==> src/rtl/term_pkg.sv <==
// Shared constants, state encoding and helpers for the terminal controller.
package term_pkg;

  localparam int unsigned COLS   = 60;
  localparam int unsigned ROWS   = 17;
  localparam int unsigned X_W    = 6;
  localparam int unsigned Y_W    = 5;
  localparam int unsigned ADDR_W = X_W + Y_W;

  localparam logic [7:0] BLANK = 8'h20;
  localparam logic [7:0] CR    = 8'h0D;
  localparam logic [7:0] LF    = 8'h0A;
  localparam logic [7:0] BS    = 8'h08;
  localparam logic [7:0] FF    = 8'h0C;
  localparam logic [7:0] DEL   = 8'h7F;

  localparam logic [X_W-1:0] X_LAST = X_W'(COLS - 1);
  localparam logic [Y_W-1:0] Y_LAST = Y_W'(ROWS - 1);

  typedef enum logic [1:0] {
    CLRSCR,
    IDLE,
    WRITE,
    CLRLINE
  } state_t;

  function automatic logic [ADDR_W-1:0] pack_addr(input logic [Y_W-1:0] y,
                                                  input logic [X_W-1:0] x);
    return {y, x};
  endfunction

  // 0x20-0x7E and 0x80-0xFF are glyphs; everything else is control.
  function automatic logic is_printable(input logic [7:0] b);
    return (b >= BLANK) && (b != DEL);
  endfunction

endpackage

==> src/rtl/term_ctrl_if.sv <==
// Byte-stream input handshake plus VRAM write port and cursor position.
interface term_ctrl_if;
  import term_pkg::*;

  logic [7:0]        i_data;
  logic              i_valid;
  logic              o_ready;
  logic [ADDR_W-1:0] o_vram_addr;
  logic [7:0]        o_vram_data;
  logic              o_vram_ce;
  logic [X_W-1:0]    o_cur_x;
  logic [Y_W-1:0]    o_cur_y;

  // Controller side.
  modport slave (
    input  i_data, i_valid,
    output o_ready, o_vram_addr, o_vram_data, o_vram_ce, o_cur_x, o_cur_y
  );

  // Byte source / VRAM observer side.
  modport master (
    output i_data, i_valid,
    input  o_ready, o_vram_addr, o_vram_data, o_vram_ce, o_cur_x, o_cur_y
  );
endinterface

==> src/rtl/term_sweep.sv <==
// x/y sweep counter over the visible area, row-only or full-screen.
module term_sweep
  import term_pkg::*;
(
  input  logic           clk,
  input  logic           rst_n,
  input  logic           en,
  input  logic           full,
  output logic [X_W-1:0] x,
  output logic [Y_W-1:0] y,
  output logic           done
);

  logic x_end;
  logic y_end;

  assign x_end = (x == X_LAST);
  assign y_end = !full || (y == Y_LAST);
  assign done  = en && x_end && y_end;

  // Advance x each enabled cycle; rows step only in full-screen mode.
  // Both counters return to zero after the last cell so the next sweep starts clean.
  always_ff @(posedge clk or negedge rst_n) begin
    if (!rst_n) begin
      x <= '0;
      y <= '0;
    end else if (en) begin
      if (!x_end) begin
        x <= x + 1'b1;
      end else begin
        x <= '0;
        if (full) y <= (y == Y_LAST) ? '0 : y + 1'b1;
      end
    end
  end

endmodule

==> src/rtl/term_ctrl.sv <==
// Character-stream controller driving the text engine's VRAM write port.
module term_ctrl
  import term_pkg::*;
(
  input  logic       i_clk,
  input  logic       i_rst_n,
  term_ctrl_if.slave bus
);

  state_t         state, state_nx;
  logic           started;
  logic [X_W-1:0] cur_x, cur_x_nx;
  logic [Y_W-1:0] cur_y, cur_y_nx;
  logic [7:0]     char_q;
  logic           accept;
  logic           sw_en;
  logic [X_W-1:0] sw_x;
  logic [Y_W-1:0] sw_y;
  logic           sw_done;

  assign accept = (state == IDLE) && bus.i_valid;

  // The clear after reset must not write while reset is held; 'started'
  // holds the sweep and write enable off until the first edge after release.
  assign sw_en = started && ((state == CLRSCR) || (state == CLRLINE));

  term_sweep u_sweep (
    .clk   (i_clk),
    .rst_n (i_rst_n),
    .en    (sw_en),
    .full  (state == CLRSCR),
    .x     (sw_x),
    .y     (sw_y),
    .done  (sw_done)
  );

  // State register.
  always_ff @(posedge i_clk or negedge i_rst_n) begin
    if (!i_rst_n) begin
      state   <= CLRSCR;
      started <= 1'b0;
    end else begin
      state   <= state_nx;
      started <= 1'b1;
    end
  end

  // Cursor and latched character.
  always_ff @(posedge i_clk or negedge i_rst_n) begin
    if (!i_rst_n) begin
      cur_x  <= '0;
      cur_y  <= '0;
      char_q <= BLANK;
    end else begin
      cur_x <= cur_x_nx;
      cur_y <= cur_y_nx;
      if (accept) char_q <= bus.i_data;
    end
  end

  // Next-state and cursor decode.
  always_comb begin
    state_nx = state;
    cur_x_nx = cur_x;
    cur_y_nx = cur_y;
    case (state)
      CLRSCR: begin
        if (sw_done) begin
          state_nx = IDLE;
          cur_x_nx = '0;
          cur_y_nx = '0;
        end
      end
      IDLE: begin
        if (accept) begin
          if (is_printable(bus.i_data)) begin
            state_nx = WRITE;
          end else begin
            case (bus.i_data)
              CR: cur_x_nx = '0;
              LF: begin
                cur_y_nx = (cur_y == Y_LAST) ? '0 : cur_y + 1'b1;
                state_nx = CLRLINE;
              end
              BS: if (cur_x != '0) cur_x_nx = cur_x - 1'b1;
              FF: state_nx = CLRSCR;
              default: ;
            endcase
          end
        end
      end
      WRITE: begin
        if (cur_x == X_LAST) begin
          cur_x_nx = '0;
          cur_y_nx = (cur_y == Y_LAST) ? '0 : cur_y + 1'b1;
          state_nx = CLRLINE;
        end else begin
          cur_x_nx = cur_x + 1'b1;
          state_nx = IDLE;
        end
      end
      CLRLINE: begin
        if (sw_done) state_nx = IDLE;
      end
      default: state_nx = CLRSCR;
    endcase
  end

  // VRAM port and handshake outputs; idle parks the address on the cursor.
  always_comb begin
    bus.o_ready     = 1'b0;
    bus.o_vram_ce   = 1'b0;
    bus.o_vram_data = BLANK;
    bus.o_vram_addr = pack_addr(cur_y, cur_x);
    case (state)
      CLRSCR: begin
        bus.o_vram_ce   = started;
        bus.o_vram_addr = pack_addr(sw_y, sw_x);
      end
      IDLE:    bus.o_ready = 1'b1;
      WRITE: begin
        bus.o_vram_ce   = 1'b1;
        bus.o_vram_data = char_q;
      end
      CLRLINE: begin
        bus.o_vram_ce   = 1'b1;
        bus.o_vram_addr = pack_addr(cur_y, sw_x);
      end
      default: ;
    endcase
  end

  assign bus.o_cur_x = cur_x;
  assign bus.o_cur_y = cur_y;

endmodule

==> src/flat_wrapper.sv <==
// flat-port wrapper written by rule: the top's interface ports become plain ports
module term_ctrl_flat import term_pkg::*;
  (i_clk, i_rst_n, bus_i_data, bus_i_valid, bus_o_ready, bus_o_vram_addr, bus_o_vram_data, bus_o_vram_ce, bus_o_cur_x, bus_o_cur_y);
  term_ctrl_if bus_i ();
  input  logic i_clk;
  input  logic i_rst_n;
  input wire logic [$bits(bus_i.i_data)-1:0] bus_i_data;
  input wire logic [$bits(bus_i.i_valid)-1:0] bus_i_valid;
  output wire logic [$bits(bus_i.o_ready)-1:0] bus_o_ready;
  output wire logic [$bits(bus_i.o_vram_addr)-1:0] bus_o_vram_addr;
  output wire logic [$bits(bus_i.o_vram_data)-1:0] bus_o_vram_data;
  output wire logic [$bits(bus_i.o_vram_ce)-1:0] bus_o_vram_ce;
  output wire logic [$bits(bus_i.o_cur_x)-1:0] bus_o_cur_x;
  output wire logic [$bits(bus_i.o_cur_y)-1:0] bus_o_cur_y;
  assign bus_i.i_data = bus_i_data;
  assign bus_i.i_valid = bus_i_valid;
  assign bus_o_ready = bus_i.o_ready;
  assign bus_o_vram_addr = bus_i.o_vram_addr;
  assign bus_o_vram_data = bus_i.o_vram_data;
  assign bus_o_vram_ce = bus_i.o_vram_ce;
  assign bus_o_cur_x = bus_i.o_cur_x;
  assign bus_o_cur_y = bus_i.o_cur_y;
  term_ctrl u_core (.i_clk(i_clk), .i_rst_n(i_rst_n), .bus(bus_i));
endmodule
==> config.mk <==
export PLATFORM = sky130hd
export DESIGN_NAME = term_ctrl_flat
export DESIGN_NICKNAME = d
export VERILOG_FILES = /design/src/rtl/term_pkg.sv /design/src/rtl/term_ctrl_if.sv /design/src/rtl/term_sweep.sv /design/src/rtl/term_ctrl.sv /design/src/flat_wrapper.sv
export SDC_FILE = /design/constraint.sdc
export NUM_CORES = 1
export LEC_CHECK = 0
export BUFFER_PORTS_ARGS = -buffer_cell sky130_fd_sc_hd__buf_2
export CAP_MARGIN = 20
export CORE_MARGIN = 5
export CORE_UTILIZATION = 50
export DETAILED_ROUTE_END_ITERATION = 16
export GPL_TIMING_DRIVEN = 0
export PLACE_DENSITY_LB_ADDON = 0.25
export SLEW_MARGIN = 20
export SYNTH_ARGS = -nofsm -noshare
export SYNTH_HDL_FRONTEND = slang
export SYNTH_SLANG_ARGS = --single-unit
==> constraint.sdc <==
create_clock -name i_clk -period 2.47 [get_ports i_clk]
set_input_delay 0.1235 -clock i_clk [delete_from_list [all_inputs] [get_ports i_clk]]
set_output_delay 0.1235 -clock i_clk [all_outputs]
set_load 0.01 [all_outputs]
==> results of run 1 <==
through the flow:
stage	cells	area (sq um)	total power (uW)
after floorplan	244	2250	1990
after global placement	338	2520	2420
after CTS	347	2660	3000
after detailed placement	338	2520	2450
after global routing	351	2700	3300
final	351	2700	3070
kinds of logic (layout without fill, tap and decap cells):
logic type      after synthesis  in the layout  share of synthesized area [%]
other cells                   1              1                          0.167
fa+ha+maj                    12             12                           6.67
xor+xnor                      5              5                           1.95
compound gates               65             65                           20.8
mux                          11             11                           5.40
buf+inv                      24             79                           4.34
flops                        33             33                           36.8
simple gates                 93             93                           23.9
cell usage after synthesis, types with 5 or more instances:
master	number
nor2_1	11
inv_1	14
and2_1	8
mux2_2	9
nand3_1	13
o21ai_0	18
clkbuf_1	9
nand4_1	7
a22o_1	9
nor3_1	6
nor2b_1	5
a21oi_1	7
dfrtp_1	32
ha_1	12
nand2_1	21
power by group:
part	internal, uW	switching, uW	total, uW
registers	718	169	887
logic	709	952	1660
clock network	329	191	519
worst paths after layout:
path | endpoint | depth (start not counted) | startpoint | slack [ns]
setup / recovery | u_core.bus.o_cur_x[4] | 8 | u_core.state[0] | 0.11
hold / removal | u_core.char_q[4] | 2 | bus_i_data[4] | 0.12
setup reg to reg | u_core.bus.o_cur_x[4] | 8 | u_core.state[0] | 0.11
hold reg to reg | u_core.char_q[0] | 2 | u_core.char_q[0] | 0.48
max in group asynchronous | u_core.u_sweep.x[1] | 2 | i_rst_n | 1.54
min in group asynchronous | u_core.char_q[0] | 2 | i_rst_n | 0.45
layout make-up:
cell class                      instances  area [sq um]
Fill cell                             392          1660
Multi-Input combinational cell        187          1340
Sequential cell                        33           827
Timing Repair Buffer                   47           250
Clock buffer                            7          86.3
Tap cell                               52          65.1
Inverter                               14          52.6
Buffer                                 10          45.0
Clock inverter                          1          30.0
worst register-to-register path, delay by kind of cell, from the launching register on:
family | cells | cell delay [ns]
AND/OR/NAND/NOR | 3 | 0.67
AO/OA/AOI/OAI | 2 | 0.65
flip-flops | 1 | 0.40
adder cells (fa/ha/maj) | 1 | 0.31
buffers and inverters | 2 | 0.22
what timing repair did:
item	CTS	global route
hold endpoints to repair	32	0
resized for setup	2	2
endpoints found under the setup margin	3	4
pin swaps	1	3
hold buffers	1	0
buffers inserted	0	4
registers in the layout (all words and copies together), names as in the netlist:
register            flops
u_core.u_sweep.x        6
u_core.bus.o_cur_x      6
u_core.state            2
u_core.bus.o_cur_y      5
u_core.char_q           8
u_core.started          1
u_core.u_sweep.y        5
layer usage:
| layer | vias up | share of wire [%] | track usage [%] |
|---|---|---|---|
| li1 | 1016 | - | - |
| met1 | 1004 | 46 | 24.9 |
| met2 | 60 | 48 | 30.0 |
| met3 | 7 | 5.1 | 3.75 |
| met4 | 0 | 1.0 | 4.81 |
| met5 | - | 0 | 0 |
==> metrics.md, run 1 <==
| Metric | Value |
|---|---|
| Clock root cell | `clkbuf_8` |
| Post-synth EDFFs | `0` |
| Max frequency | `425 MHz` |
| Syn nets | `267` |
| Slew Viols, Final | `0` |
| Global-route wire length before repair | `9140 microns` |
| DR iter-0 viols | `179` |
| CTS tree | `yes` |
| Period utilization | `95.4%` |
| Post-synthesis register bit count | `33` |
| Worst hold margin | `0.116 ns` |
| Post-synth ARST share | `100%` |
| Final Hold Fails | `0` |
| Crit-path max FO | `9` |
| Synthesized area | `2250 sq um` |
| Status | `completed` |
| RSZ-0062 raised after global routing | `false` |
| Core Area | `4350 sq um` |
| Crit-path slowest cell | `dfrtp_1` |
| Most common cell after layout, fill and taps aside | `buf_2` |
| Num CTS Buffers | `5` |
| Die Height | `77.1 microns` |
| Critical path data required time | `2.64 ns` |
| Synth area leaders | `dfrtp_1 36%, ha_1 6.7%, mux2_2 4.5%, o21ai_0 4.0%, a22o_1 3.5%` |
| Crit path max-delay family | `simple AND/OR/NAND/NOR gates` |
| Place WS | `-0.0556 ns` |
| Share of cells above drive strength 1 | `25.1%` |
| Leakage | `0.00123 uW` |
| I/O pin count | `43` |
| Critical Path Sink Type | `register` |
| Max Cap Viol | `0` |
| Largest net degree at the start of global routing | `34` |
| Synth unique cells | `55` |
| Cell taking the most area after synthesis | `dfrtp_1` |
| Min Tclk post-route | `2.36 ns` |
| P per Cell Area | `1140 nW/um^2` |
| ANT cells | `0` |
| Initial Util | `51.7%` |
| Final nets | `321` |
| Maximum clock path buffer count | `2` |
| DIE WIDTH | `77.1 microns` |
| Startpoint types | `register` |
| Setup-failing EPs final | `0` |
| Routed vias | `2087` |
| Vias in the first global route | `1990` |
| Synth warnings | `0` |
| Synth top area share | `35.6%` |
| PortBufs | `42` |
| Top FF cell, synth | `dfrtp_1` |
| Clock insertion delay at the later pin of the skew report | `0.28 ns` |
| Maximum VDD drop | `0.748 mV` |
| Most frequent cells in the layout | `42 x buf_2, 32 x dfrtp_1, 20 x nand2_1` |
| Die Area | `5940 sq um` |
| Routed WL | `5490 microns` |
| WL per Instance | `15.6 microns` |
| Cell Rows | `24` |
| Hold crit path type | `input pin to register` |
| Setup TNS | `0 ns` |
| WP buf/inv | `2` |
| H-tree depth | `2` |
| Gp weighted congestion | `0.835` |
| Rel. slew slack | `50.5%` |
| DRC Markers | `0` |
| Area growth, synth to finish | `19.8%` |
| Synthesized area per cell | `9.22 sq um` |
| CTS Sinks | `33` |
| Clock transition at path regs | `0.07 ns` |
| Worst Max-Slew Pin Slew | `0.742 ns` |
| Largest stage delay on the critical path | `0.40 ns` |
| Post-synthesis cell count | `244` |
| Final core utilization | `61.9%` |
| Final HPWL DP | `3920 microns` |
| Final ANT Viol Nets | `0` |
| Pre-Repair DR Iteration Count | `4` |
| Gr ovfl total | `0` |
| Initial antenna violation count | `0` |
| Arrival time of the worst setup path | `2.52 ns` |
| Setup ws final | `0.114 ns` |
| All-Layer GR Usage | `18.4%` |
| Worst clock skew | `0.00816 ns` |
| Crit Path Class | `register to register` |
| Post-synthesis sequential area ratio | `36.8%` |
| Crit path cell chain | `inv_1, ha_1, buf_6, nand4b_4, o41ai_4, nand2_2, or2_4, a211o_1` |
| DR vias/cell | `5.95` |
Note: power is estimated with default switching activity, not from simulation.
==> inputs of run 2 (changes only) <==
--- a/config.mk
+++ b/config.mk
@@ -8,9 +8,8 @@
 export BUFFER_PORTS_ARGS = -buffer_cell sky130_fd_sc_hd__buf_2
 export CAP_MARGIN = 20
 export CORE_MARGIN = 5
-export CORE_UTILIZATION = 50
+export CORE_UTILIZATION = 55
 export DETAILED_ROUTE_END_ITERATION = 16
-export GPL_TIMING_DRIVEN = 0
 export PLACE_DENSITY_LB_ADDON = 0.25
 export SLEW_MARGIN = 20
 export SYNTH_ARGS = -nofsm -noshare
==> constraint.sdc (replaced) <==
create_clock -name i_clk -period 2.35 [get_ports i_clk]
set_input_delay 0.1175 -clock i_clk [delete_from_list [all_inputs] [get_ports i_clk]]
set_output_delay 0.1175 -clock i_clk [all_outputs]
set_load 0.01 [all_outputs]
==> run 2 against run 1 <==
Clock-buffer cell count decreased by 2. Clock skew decreased by 0.0034 ns. Via count decreased by 2.6%. Fmax rose by 5.8%. Sequential power up 5.9%. Combinational power grew 3%. Core utilization rose by 5.4 points. Hold slack lost 0.0010 ns. Power about the same. Critical endpoint unchanged. Highest routed layer unchanged.
==> metrics.md, run 2 (same netlist as run 1, synthesis figures left out) <==
| Metric | Value |
|---|---|
| Global-route wire length before repair | `8840 microns` |
| All-Layer GR Usage | `21.1%` |
| Area growth, synth to finish | `18.7%` |
| CTS Sinks | `33` |
| Setup TNS | `0 ns` |
| Fill count | `343` |
| Worst R2R Start | `u_core.u_sweep.y[0]` |
| Final ANT Viol Nets | `0` |
| Startpoint types | `register` |
| Gp weighted congestion | `0.887` |
| Min Tclk post-route | `2.23 ns` |
| Worst Max-Slew Pin Slew | `0.768 ns` |
| Die Height | `74.0 microns` |
| Crit Path Class | `register to register` |
| Hold Crit Endpoint | `u_core.char_q[7]` |
| Setup-failing EPs final | `0` |
| Leakage | `0.00124 uW` |
| Worst clock skew | `0.00477 ns` |
| Largest net degree at the start of global routing | `34` |
| Share of cells above drive strength 1 | `27.1%` |
| Worst hold stages | `2` |
| Placed cell count | `336` |
| Final HPWL DP | `4100 microns` |
| I/O pin count | `43` |
| Gr ovfl total | `0` |
| Hold_sp | `bus_i_data[7]` |
| DR iter-0 viols | `165` |
| Routed WL | `5540 microns` |
| Critical Path Sink Type | `register` |
| Crit path max-delay family | `compound AO/OA/AOI/OAI gates` |
| Clock transition at path regs | `0.07 ns` |
| DIE WIDTH | `74.0 microns` |
| Period utilization | `94.7%` |
| P per Cell Area | `1150 nW/um^2` |
| Clock root cell | `clkbuf_8` |
| Critical path data required time | `2.53 ns` |
| Hold crit path type | `input pin to register` |
| Status | `completed` |
| Num CTS Buffers | `5` |
| Most common cell after layout, fill and taps aside | `buf_2` |
| PortBufs | `42` |
| Maximum VDD drop | `0.836 mV` |
| Largest stage delay on the critical path | `0.44 ns` |
| Cell Rows | `23` |
| Worst r2r path cells | `7` |
| Final Hold Fails | `0` |
| Clock insertion delay at the later pin of the skew report | `0.29 ns` |
| Pre-Repair DR Iteration Count | `4` |
| Core Area | `3970 sq um` |
| Slew Viols, Final | `0` |
| Crit-path slowest cell | `o41ai_4` |
| Max Cap Viol | `0` |
| Arrival time of the worst setup path | `2.40 ns` |
| Routed vias | `2033` |
| Non-Filler Instances | `345` |
| FF-to-FF End | `u_core.bus.o_cur_x[4]` |
| Crit-path max FO | `5` |
| CTS tree | `yes` |
| ANT cells | `0` |
| Max frequency | `449 MHz` |
| Final total power | `3070 uW` |
| Biggest register | `u_core.char_q` |
| Final nets | `317` |
| Largest register FFs | `8` |
| Setup slack, reg-to-reg | `0.12 ns` |
| DRC Markers | `0` |
| Die Area | `5470 sq um` |
| RSZ-0062 raised after global routing | `false` |
| WL per Instance | `16.1 microns` |
| DR vias/cell | `5.89` |
| Initial Util | `56.6%` |
| Maximum clock path buffer count | `2` |
| Most frequent cells in the layout | `42 x buf_2, 32 x dfrtp_1, 21 x nand2_1` |
| WP buf/inv | `1` |
| H-tree depth | `2` |
| Crit path cell chain | `inv_1, ha_1, nand4bb_4, o41ai_4, nand2_1, or2_4, a211o_1` |
| Vias in the first global route | `1853` |
| Rel. slew slack | `48.8%` |
| Initial antenna violation count | `0` |
==> run 2: cell types whose count changed in the layout (fill, tap and decap cells not counted), sizes merged <==
cell / before / now
buf: 47 / 52
clkbuf: 16 / 5
bufinv: 1 / 0
clkinv: 0 / 2
clkinvlp: 0 / 1
==> run 2: worst register-to-register path: stages, from the launching register on <==
cell	delay (ns)
dfrtp_1	0.42
inv_1	0.11
ha_1	0.23
nand4bb_4	0.19
o41ai_4	0.44
nand2_1	0.13
or2_4	0.29
a211o_1	0.30
==> run 2: worst max-delay path by stage <==
| stage | depth (start not counted) | to | slack [ns] | from |
|---|---|---|---|---|
| final | 7 | u_core.bus.o_cur_x[4] | 0.12 | u_core.u_sweep.y[0] |
| after global routing | 7 | bus_o_vram_addr[0] | 0.04 | u_core.state[0] |
| after CTS | 7 | u_core.state[1] | 0.05 | u_core.u_sweep.y[0] |
| after detailed placement | 7 | u_core.state[1] | 0.02 | u_core.u_sweep.y[0] |
| after global placement | 7 | u_core.state[1] | 0.11 | u_core.u_sweep.y[0] |
| after floorplan | 8 | u_core.bus.o_cur_x[4] | 0.05 | u_core.state[0] |
==> run 2: per-stage QoR <==
stage	instance area, sq um	hold WS [ns]	setup WS, ns	utilization [%]
2_1_floorplan	2250	-0.178	0.0457	-
3_3_place_gp	2550	0.228	0.111	64.3
3_5_place_dp	2550	0.227	0.0181	64.3
4_1_cts	2650	0.106	0.0473	66.7
5_1_grt	2670	0.118	0.0400	67.3
6_report	2670	0.114	0.125	67.3
==> run 2: cell type report <==
cell class | instances | area, sq um | share of cell area [%]
Sequential cell | 33 | 827 | 31.0
Timing Repair Buffer | 53 | 295 | 11.1
Multi-Input combinational cell | 187 | 1350 | 50.4
Tap cell | 50 | 62.6 | 2.34
Clock inverter | 3 | 17.5 | 0.656
Inverter | 14 | 52.6 | 1.97
Clock buffer | 5 | 68.8 | 2.58
==> run 2: repair_timing <==
item / CTS / global route
hold endpoints to repair: 32 / 0
buffers inserted: 0 / 0
gates resized for setup: 1 / 3
pin swaps: 0 / 1
hold buffers: 1 / 0
endpoints found under the setup margin: 1 / 5
==> run 2: power breakdown <==
part	leakage, uW	internal [uW]	switching (uW)
combinational	0.000776	733	973
sequential	0.000417	754	185
clock	0.0000439	204	218
total	0.00124	1690	1380
==> run 2: layer usage <==
layer | track usage, % | up-vias | share of wire [%]
met3 | 3.65 | 8 | 5.1
li1 | - | 1009 | -
met1 | 29.9 | 960 | 46
met2 | 32.3 | 56 | 47
met5 | 0 | - | 0
met4 | 8.05 | 0 | 1.6
==> inputs of run 3 (changes only) <==
--- a/config.mk
+++ b/config.mk
@@ -5,6 +5,7 @@
 export SDC_FILE = /design/constraint.sdc
 export NUM_CORES = 1
 export LEC_CHECK = 0
+export ABC_AREA = 1
 export BUFFER_PORTS_ARGS = -buffer_cell sky130_fd_sc_hd__buf_2
 export CAP_MARGIN = 20
 export CORE_MARGIN = 5
==> run 3 against run 2 <==
Largest power group unchanged. Die area grew 5.3%. Clock-buffer cell count increased by 2. Power grew 1.2%. Clock skew is 0.0015 ns higher. First-iteration DRC count down 1.2%. Critical path type is now register to primary output. Synthesized area increased by 6.1%. Register-to-register slack improved by 0.33 ns. Hold slack worse by 0.0032 ns. Via count is 12% higher. Core utilization is 2.8 points lower. Fmax rose by 14%. Global-route usage is essentially flat.
==> metrics.md, run 3 <==
| Metric | Value |
|---|---|
| Final ANT Viol Nets | `0` |
| Routed WL | `5570 microns` |
| Arrival time of the worst setup path | `1.84 ns` |
| Biggest register | `u_core.char_q` |
| Post-cts sizing count | `0` |
| Largest net degree at the start of global routing | `34` |
| Placed Area | `2640 sq um` |
| Final HPWL DP | `4180 microns` |
| DR iter-0 viols | `163` |
| Core Area | `4290 sq um` |
| Most frequent cells in the layout | `91 x nand2_1, 45 x inv_1, 42 x buf_2` |
| CTS Sinks | `33` |
| Synth unique cells | `35` |
| Clock transition at path regs | `0.07 ns` |
| Syn nets | `363` |
| Hold crit path type | `input pin to register` |
| Worst Max-Slew Pin Slew | `0.738 ns` |
| Most common cell in the netlist | `nand2_1` |
| Critical path depth | `7` |
| Area growth, synth to finish | `16.0%` |
| Min Tclk post-route | `1.96 ns` |
| Die Area | `5760 sq um` |
| Synth Area in Simple Gates | `36.8%` |
| I/O pin count | `43` |
| Routed vias | `2281` |
| Gr ovfl total | `0` |
| Maximum VDD drop | `0.687 mV` |
| Final Hold Fails | `0` |
| Num CTS Buffers | `5` |
| Top FF cell, synth | `dfrtp_1` |
| Setup TNS | `0 ns` |
| Pre-Repair DR Iteration Count | `4` |
| Post-synth EDFFs | `0` |
| P per Cell Area | `1120 nW/um^2` |
| Design Area, Final | `2770 sq um` |
| Critical path data required time | `2.23 ns` |
| Die Height | `75.9 microns` |
| Post-synth ARST share | `100%` |
| Worst r2r path cells | `8` |
| Cell taking the most area after synthesis | `dfrtp_1` |
| Leakage | `0.00151 uW` |
| Synthesized area | `2390 sq um` |
| Initial antenna violation count | `0` |
| CTS tree | `yes` |
| Period utilization | `83.4%` |
| Max Cap Viol | `0` |
| DIE WIDTH | `75.9 microns` |
| Adder-Cell Fraction of Synth Area | `6.29%` |
| Cell Rows | `24` |
| Crit-path max FO | `20` |
| Max frequency | `510 MHz` |
| Final nets | `408` |
| Most frequent CP cell | `inv_1` |
| Global-route wire length before repair | `9360 microns` |
| Largest register FFs | `8` |
| Clock insertion delay at the later pin of the skew report | `0.28 ns` |
| H-tree depth | `2` |
| WL per Instance | `12.7 microns` |
| Status | `completed` |
| Mux share of post-synthesis cell area | `0.943%` |
| Synthesized area per cell | `7.02 sq um` |
| DR vias/cell | `5.21` |
| PortBufs | `42` |
| Clock root cell | `clkbuf_8` |
| Gp weighted congestion | `0.892` |
| Post-synthesis sequential area ratio | `34.6%` |
| Slew Viols, Final | `0` |
| Post-synthesis cell count | `340` |
| Post-synthesis register bit count | `33` |
| ANT cells | `0` |
| Crit-path slowest cell | `dfrtp_1` |
| Rel. slew slack | `50.8%` |
| Compound-Gate Fraction of Synth Area | `8.49%` |
| Synth top area share | `33.5%` |
| Largest family of logic cells by synthesized area | `simple AND/OR/NAND/NOR gates` |
| Synth warnings | `0` |
| Crit path cell chain | `inv_1, ha_1, inv_1, buf_4, nand2_1, o22ai_1, buf_2` |
| Maximum clock path buffer count | `2` |
| WP buf/inv | `4` |
| Crit Path Class | `register to primary output` |
| Setup-failing EPs final | `0` |
| Initial Util | `55.6%` |
| All-Layer GR Usage | `21.1%` |
| Post-Synth XOR/XNOR Area | `3.67%` |
| Largest stage delay on the critical path | `0.39 ns` |
| Crit path max-delay family | `buffers and inverters` |
| Worst hold stages | `3` |
| Synth area leaders | `dfrtp_1 34%, nand2_1 14%, nand3_1 8.4%, inv_1 7.1%, ha_1 6.3%` |
| Most common cell after layout, fill and taps aside | `nand2_1` |
| Worst clock skew | `0.00625 ns` |
| Vias in the first global route | `2099` |
| Critical Path Sink Type | `primary output` |
| Fill count | `403` |
| RSZ-0062 raised after global routing | `false` |
| DRC Markers | `0` |
| Commonest cells in the netlist | `91 x nand2_1, 45 x inv_1, 40 x nand3_1` |
| Startpoint types | `register` |
| Share of cells above drive strength 1 | `18.9%` |
| Final core utilization | `64.5%` |
[run 3: repair_timing]
action,in CTS,in global routing
hold buffers,1,0
hold endpoints to repair,32,0
setup buffers,0,0
[run 3: worst register-to-register path: cells and delay by family (launching register included)]
family	cells	cell delay (ns)
fa+ha+maj	1	0.26
flops	1	0.51
simple gates	7	1.03
[run 3: layer usage]
layer | up-vias | share of wire, % | GRT usage, %
met5 | - | 0 | 0
met3 | 5 | 5.4 | 4.35
li1 | 1168 | - | -
met2 | 51 | 49 | 36.7
met4 | 0 | 0.86 | 6.21
met1 | 1057 | 44 | 26.2
[run 3: layout make-up]
cell class / instances / area, sq um / share of cell area [%]
timing repair buffer: 45 / 235 / 8.50
tap: 52 / 65.1 / 2.35
sequential: 33 / 827 / 29.9
inverter: 47 / 179 / 6.46
multi-input combinational: 253 / 1350 / 48.6
clock buffer: 7 / 86.3 / 3.12
clock inverter: 1 / 30.0 / 1.08
[run 3: final timing paths]
check | to | startpoint | slack (ns)
worst max-delay path | bus_o_vram_addr[8] | u_core.state[0] | 0.39
worst min-delay path | u_core.char_q[6] | bus_i_data[6] | 0.11
worst max register to register | u_core.bus.o_cur_y[2] | u_core.bus.o_cur_x[0] | 0.45
worst min register to register | u_core.char_q[6] | u_core.char_q[6] | 0.49
max in group asynchronous | u_core.u_sweep.y[3] | i_rst_n | 1.45
min in group asynchronous | u_core.char_q[6] | i_rst_n | 0.43
[run 3: through the flow]
stage          instances  worst slack (ns)  total power, uW  hold slack [ns]
5_1_grt              438             0.190             3380            0.112
4_1_cts              438             0.391             3110            0.106
2_1_floorplan        340             0.624             2100           -0.178
6_report             438             0.390             3110            0.111
3_3_place_gp         429             0.518             2520            0.217
3_5_place_dp         429             0.446             2550            0.225
[run 3: where the power goes]
group          switching [uW]  total [uW]  internal (uW)
Clock                     205         551            346
Combinational            1070        1640            571
Sequential                174         915            741
[run 3: logic make-up (layout without fill, tap and decap cells)]
kind of cell,count (synthesis),count (layout)
buffers and inverters,54,100
multiplexers,2,2
AND/OR/NAND/NOR,191,191
adder cells (fa/ha/maj),12,12
flip-flops,33,33
XOR/XNOR,10,10
AO/OA/AOI/OAI,37,37
other,1,1
